## config.mk

```make
export PLATFORM = sky130hd
export DESIGN_NAME = game_timer
export DESIGN_NICKNAME = d
export VERILOG_FILES = /design/src/rtl/game_timer.sv
export SDC_FILE = /design/constraint.sdc
export NUM_CORES = 1
export LEC_CHECK = 0
export BUFFER_PORTS_ARGS = -buffer_cell sky130_fd_sc_hd__buf_4
export CORE_UTILIZATION = 33
export CTS_CLUSTER_DIAMETER = 100
export DETAILED_ROUTE_END_ITERATION = 16
export HOLD_SLACK_MARGIN = 0.08
export SYNTH_ARGS = -nofsm -noshare
export SYNTH_HDL_FRONTEND = slang
export SYNTH_SLANG_ARGS = --single-unit
```

## constraint.sdc

```tcl
create_clock -name clk -period 2.75 [get_ports clk]
set_input_delay 0.1375 -clock clk [delete_from_list [all_inputs] [get_ports clk]]
set_output_delay 0.1375 -clock clk [all_outputs]
set_load 0.01 [all_outputs]
```

## src/rtl/game_timer.sv

```systemverilog
// game_timer: two-digit game countdown.
// A prescaler divides clk down to a one-second tick; each tick decrements
// game_duration until it reaches 0, which raises time_up alongside the final tick.
// Control inputs:
//   start - single-cycle request. It always wins: reload, clear the prescaler
//           and run, whatever the current state and whatever pause is doing.
//   pause - level. While high in RUNNING/PAUSED the count is frozen exactly
//           where it is. Resuming continues from the held prescaler value.
// The state and prescaler are exported on dbg_* ports so checkers can observe them.
module game_timer #(
  parameter int unsigned CLK_FREQ_HZ  = 25000000,
  parameter int unsigned GAME_SECONDS = 99
) (
  input  logic                           clk,
  input  logic                           rst,
  input  logic                           start,
  input  logic                           pause,
  output logic [6:0]                     game_duration,
  output logic                           running,
  output logic                           tick_1hz,
  output logic                           time_up,
  output logic [1:0]                     dbg_state_o,
  output logic [$clog2(CLK_FREQ_HZ)-1:0] dbg_presc_o
);

  localparam int unsigned PW = $clog2(CLK_FREQ_HZ);
  localparam logic [PW-1:0] PRESC_LAST = PW'(CLK_FREQ_HZ - 1);
  localparam logic [6:0]    SECS_INIT  = 7'(GAME_SECONDS);

  typedef enum logic [1:0] {
    IDLE    = 2'd0,
    RUNNING = 2'd1,
    PAUSED  = 2'd2,
    EXPIRED = 2'd3
  } state_t;

  state_t          state_q, state_d;
  logic [PW-1:0]   presc_q, presc_d;
  logic [6:0]      dur_q, dur_d;
  logic            running_q, running_d;
  logic            tick_q, tick_d;
  logic            up_q, up_d;

  // Next-state, prescaler, counter and event-pulse logic.
  always_comb begin
    state_d = state_q;
    presc_d = presc_q;
    dur_d   = dur_q;
    tick_d  = 1'b0;
    up_d    = 1'b0;

    if (start) begin
      // Reload and run; pause is only looked at from the next cycle on.
      state_d = RUNNING;
      presc_d = '0;
      dur_d   = SECS_INIT;
    end else begin
      case (state_q)
        IDLE: begin
          presc_d = '0;
          dur_d   = SECS_INIT;
        end
        RUNNING: begin
          if (pause) begin
            // Freeze before counting: even a terminal prescaler value waits.
            state_d = PAUSED;
          end else if (presc_q == PRESC_LAST) begin
            presc_d = '0;
            tick_d  = 1'b1;
            if (dur_q > 7'd1) begin
              dur_d = dur_q - 7'd1;
            end else begin
              // Final second: land on 0 and stop.
              dur_d   = 7'd0;
              up_d    = 1'b1;
              state_d = EXPIRED;
            end
          end else begin
            presc_d = presc_q + 1'b1;
          end
        end
        PAUSED: begin
          if (!pause) begin
            state_d = RUNNING;
          end
        end
        EXPIRED: begin
          dur_d = 7'd0;
        end
        default: begin
          state_d = IDLE;
        end
      endcase
    end

    running_d = (state_d == RUNNING);
  end

  // State and output registers with asynchronous reset to the idle values.
  always_ff @(posedge clk or posedge rst) begin
    if (rst) begin
      state_q   <= IDLE;
      presc_q   <= '0;
      dur_q     <= SECS_INIT;
      running_q <= 1'b0;
      tick_q    <= 1'b0;
      up_q      <= 1'b0;
    end else begin
      state_q   <= state_d;
      presc_q   <= presc_d;
      dur_q     <= dur_d;
      running_q <= running_d;
      tick_q    <= tick_d;
      up_q      <= up_d;
    end
  end

  assign game_duration = dur_q;
  assign running       = running_q;
  assign tick_1hz      = tick_q;
  assign time_up       = up_q;
  assign dbg_state_o   = state_q;
  assign dbg_presc_o   = presc_q;

endmodule

```

==> reports/metrics.yaml <==
cts:
  post_cts_resized: 0
  cts_tree: "built"
  path_clk_slew_ns: 0.07
  clk_latency_ns: 0.29
  cts_num_sinks: 37
  cts_buffer_depth: 2
  cts_root_buffer: "clkbuf_8"
  htreeDepth: 2
  cts_made_buffers: 5
sta:
  fin_setup_tns_ns: 0
  worst_pin_slew_ns: 0.526
  drv_slew: 0
  min_period_ns: 2.33
  clock.fmax_mhz: 429
  rsz0062_at_grt: "no"
  fin_skew_ns: 0.00925
  setup_viol: 0
  fin_crit_sh_pct: 84.7
  relSlewSlack_pct: 64.6
  hold_viol_final: 0
  setup_ws_ns: 0.420
critical_path:
  critical_path.max_fanout: 5
  path_cells: "inv_1, ha_1, nor2b_1, o31ai_2, or4_4, or3_1, a21oi_2"
  path_buf_inv: 1
  setup.worst_path.start_class: "flip-flop"
  path_class: "flip-flop to flip-flop"
  worst_setup_path_end_kind: "flip-flop"
  cp_num_cells: 7
  cp.required_ns: 2.96
  slowest_stage: "or4_4"
  reg2reg_setup_slack_ns: 0.42
  rr_worst_depth: 7
  critPathTopFamily: "simple AND/OR/NAND/NOR gates"
  cpPeakStageDelay_ns: 0.54
  crit_arrival_ns: 2.54
yosys:
  synth_commonest_cells: "nor2_1, dfrtp_1, nand2_1"
  synth-seq-cells: 37
  synth.yosys.seq_area_share_pct: 41.8
  syn_avg_cell_area_um2: 9.18
  async_flop_share_pct: 100
  synth.top_cell.area_share_pct: 37.0
  yosysWarnings: 0
  synth_largest_area_cell: "dfrtp_1"
  synth.distinct_cells: 54
  synthTopCellsByArea: "dfrtp_1, nor2_1, dfstp_2, xnor2_1, ha_1"
  synth_most_common_cell: "nor2_1"
  synth-edff-count: 0
  syn_inst: 243
  synth_ff_type: "dfrtp_1"
  syn_area_um2: 2230
  syn_nets: 254
routing:
  drtPass1Iterations: 10
  wl_met1_um: 2680
  drc_errors: 8
  drt_wl_total_um: 5410
  wire_per_inst_um: 14.7
  wl_met3_um: 221
  drt_iter0_drc: 108
  vias_per_cell: 5.33
  ant_nets: 0
  vias: 1965
  route.met2.wl_um: 2470
  highest_layer: "met4"
floorplan:
  initial_utilization_pct: 34.7
  boundaryPins: 41
  die_w_um: 84.2
  core_um2: 6420
  row_count: 29
  die_height_um: 84.2
  dieArea_um2: 7090
layout:
  drive_above_1_share_pct: 25.0
  final_util_pct: 43.0
  layout.nets: 303
  antenna_cells: 0
  stdcell_area_um2: 2760
  area_delta_synth_final_pct: 23.8
global_routing:
  grt_pass1_vias: 1923
  antenna_found_initial: 0
  grt_usage_pct: 16.3
  grt_pass1_wl_um: 9270
  grt_overflow_total: 0
  grt_max_degree: 38
hold_path:
  hold_path.class: "input pin to flip-flop"
  min_path_cells: 2
place:
  place_hpwl_um: 3960
  gp_congestion: 0.858
  io_buffers: 40
  pre_cts_slack_ns: 0.437
  place_area_um2: 2650
status:
  violations: "DRC"
  status: "finished with violations"
pwr:
  total_power_mw: 1.23
  cellLeakagePower_nw: 1.18
  powerDensity_nw_per_um2: 446
  peakVddDrop_v: 0.000171
run:
  cap_violations: 0
area by class of cell:
cell class | count | area (µm²)
clock buffer | 5 | 68.8
clock inverter | 2 | 35.0
multi-input combinational | 187 | 1220
tap | 77 | 96.3
inverter | 13 | 48.8
sequential | 37 | 931
fill | 646 | 3660
timing repair buffer | 48 | 363
repair_timing:
item	4_1_cts	5_1_grt
hold buffers	1	0
buffers inserted	0	0
endpoints found under the hold margin	33	0
cells in the final DEF, fill, tap and decap left out, drive strengths merged, types with 2 or more instances in the layout:
| master | n |
|---|---|
| xnor2 | 11 |
| o21ai | 8 |
| ha | 7 |
| clkbuf | 5 |
| xor2 | 9 |
| o22a | 2 |
| nor3 | 11 |
| inv | 13 |
| a31oi | 4 |
| dfstp | 4 |
| a21oi | 8 |
| nor2 | 35 |
| nor2b | 5 |
| or3 | 8 |
| nor4 | 4 |
| o31ai | 2 |
| a311oi | 2 |
| and2 | 4 |
| nand2b | 5 |
| o41ai | 2 |
| buf | 47 |
| nand4 | 6 |
| nand4b | 4 |
| nand2 | 17 |
| or4 | 2 |
| and4 | 3 |
| o32a | 2 |
| dfrtp | 33 |
| or2 | 3 |
| nand3 | 11 |
through the flow:
step	hold WS [ns]	std cells
floorplan	0.314	243
finish	0.136	369
global placement	0.280	361
CTS	0.123	369
detailed placement	0.289	361
global route	0.141	369
registers in the layout (all words and copies together), names as in the netlist:
register / cells
game_duration: 7
time_up: 1
dbg_presc_o: 25
running: 1
dbg_state_o: 2
tick_1hz: 1
path summary, 6_finish.rpt:
path	to	startpoint
min in group asynchronous	dbg_presc_o[24]	rst
min	dbg_presc_o[1]	pause
max	dbg_presc_o[24]	dbg_state_o[0]
max reg2reg	dbg_presc_o[24]	dbg_state_o[0]
max in group asynchronous	game_duration[5]	rst
min reg2reg	game_duration[2]	game_duration[2]
power by group:
part           total [mW]  switching, mW  internal (mW)
logic               0.200          0.123         0.0761
clock network       0.461          0.197          0.264
registers           0.571         0.0134          0.558
layer usage:
| metal | track usage (%) | vias up |
|---|---|---|
| li1 | - | 966 |
| met4 | 5.49 | 0 |
| met5 | 0 | - |
| met1 | 21.7 | 956 |
| met2 | 26.5 | 41 |
| met3 | 3.54 | 2 |
kinds of logic after synthesis:
group | after synthesis | share of synthesized area, %
AO/OA/AOI/OAI | 39 | 12.7
XOR/XNOR | 20 | 7.86
adder cells (fa/ha/maj) | 7 | 3.93
buffers and inverters | 19 | 3.65
flip-flops | 37 | 41.8
AND/OR/NAND/NOR | 121 | 30.1
No activity file was read; power rests on OpenSTA's default activity.
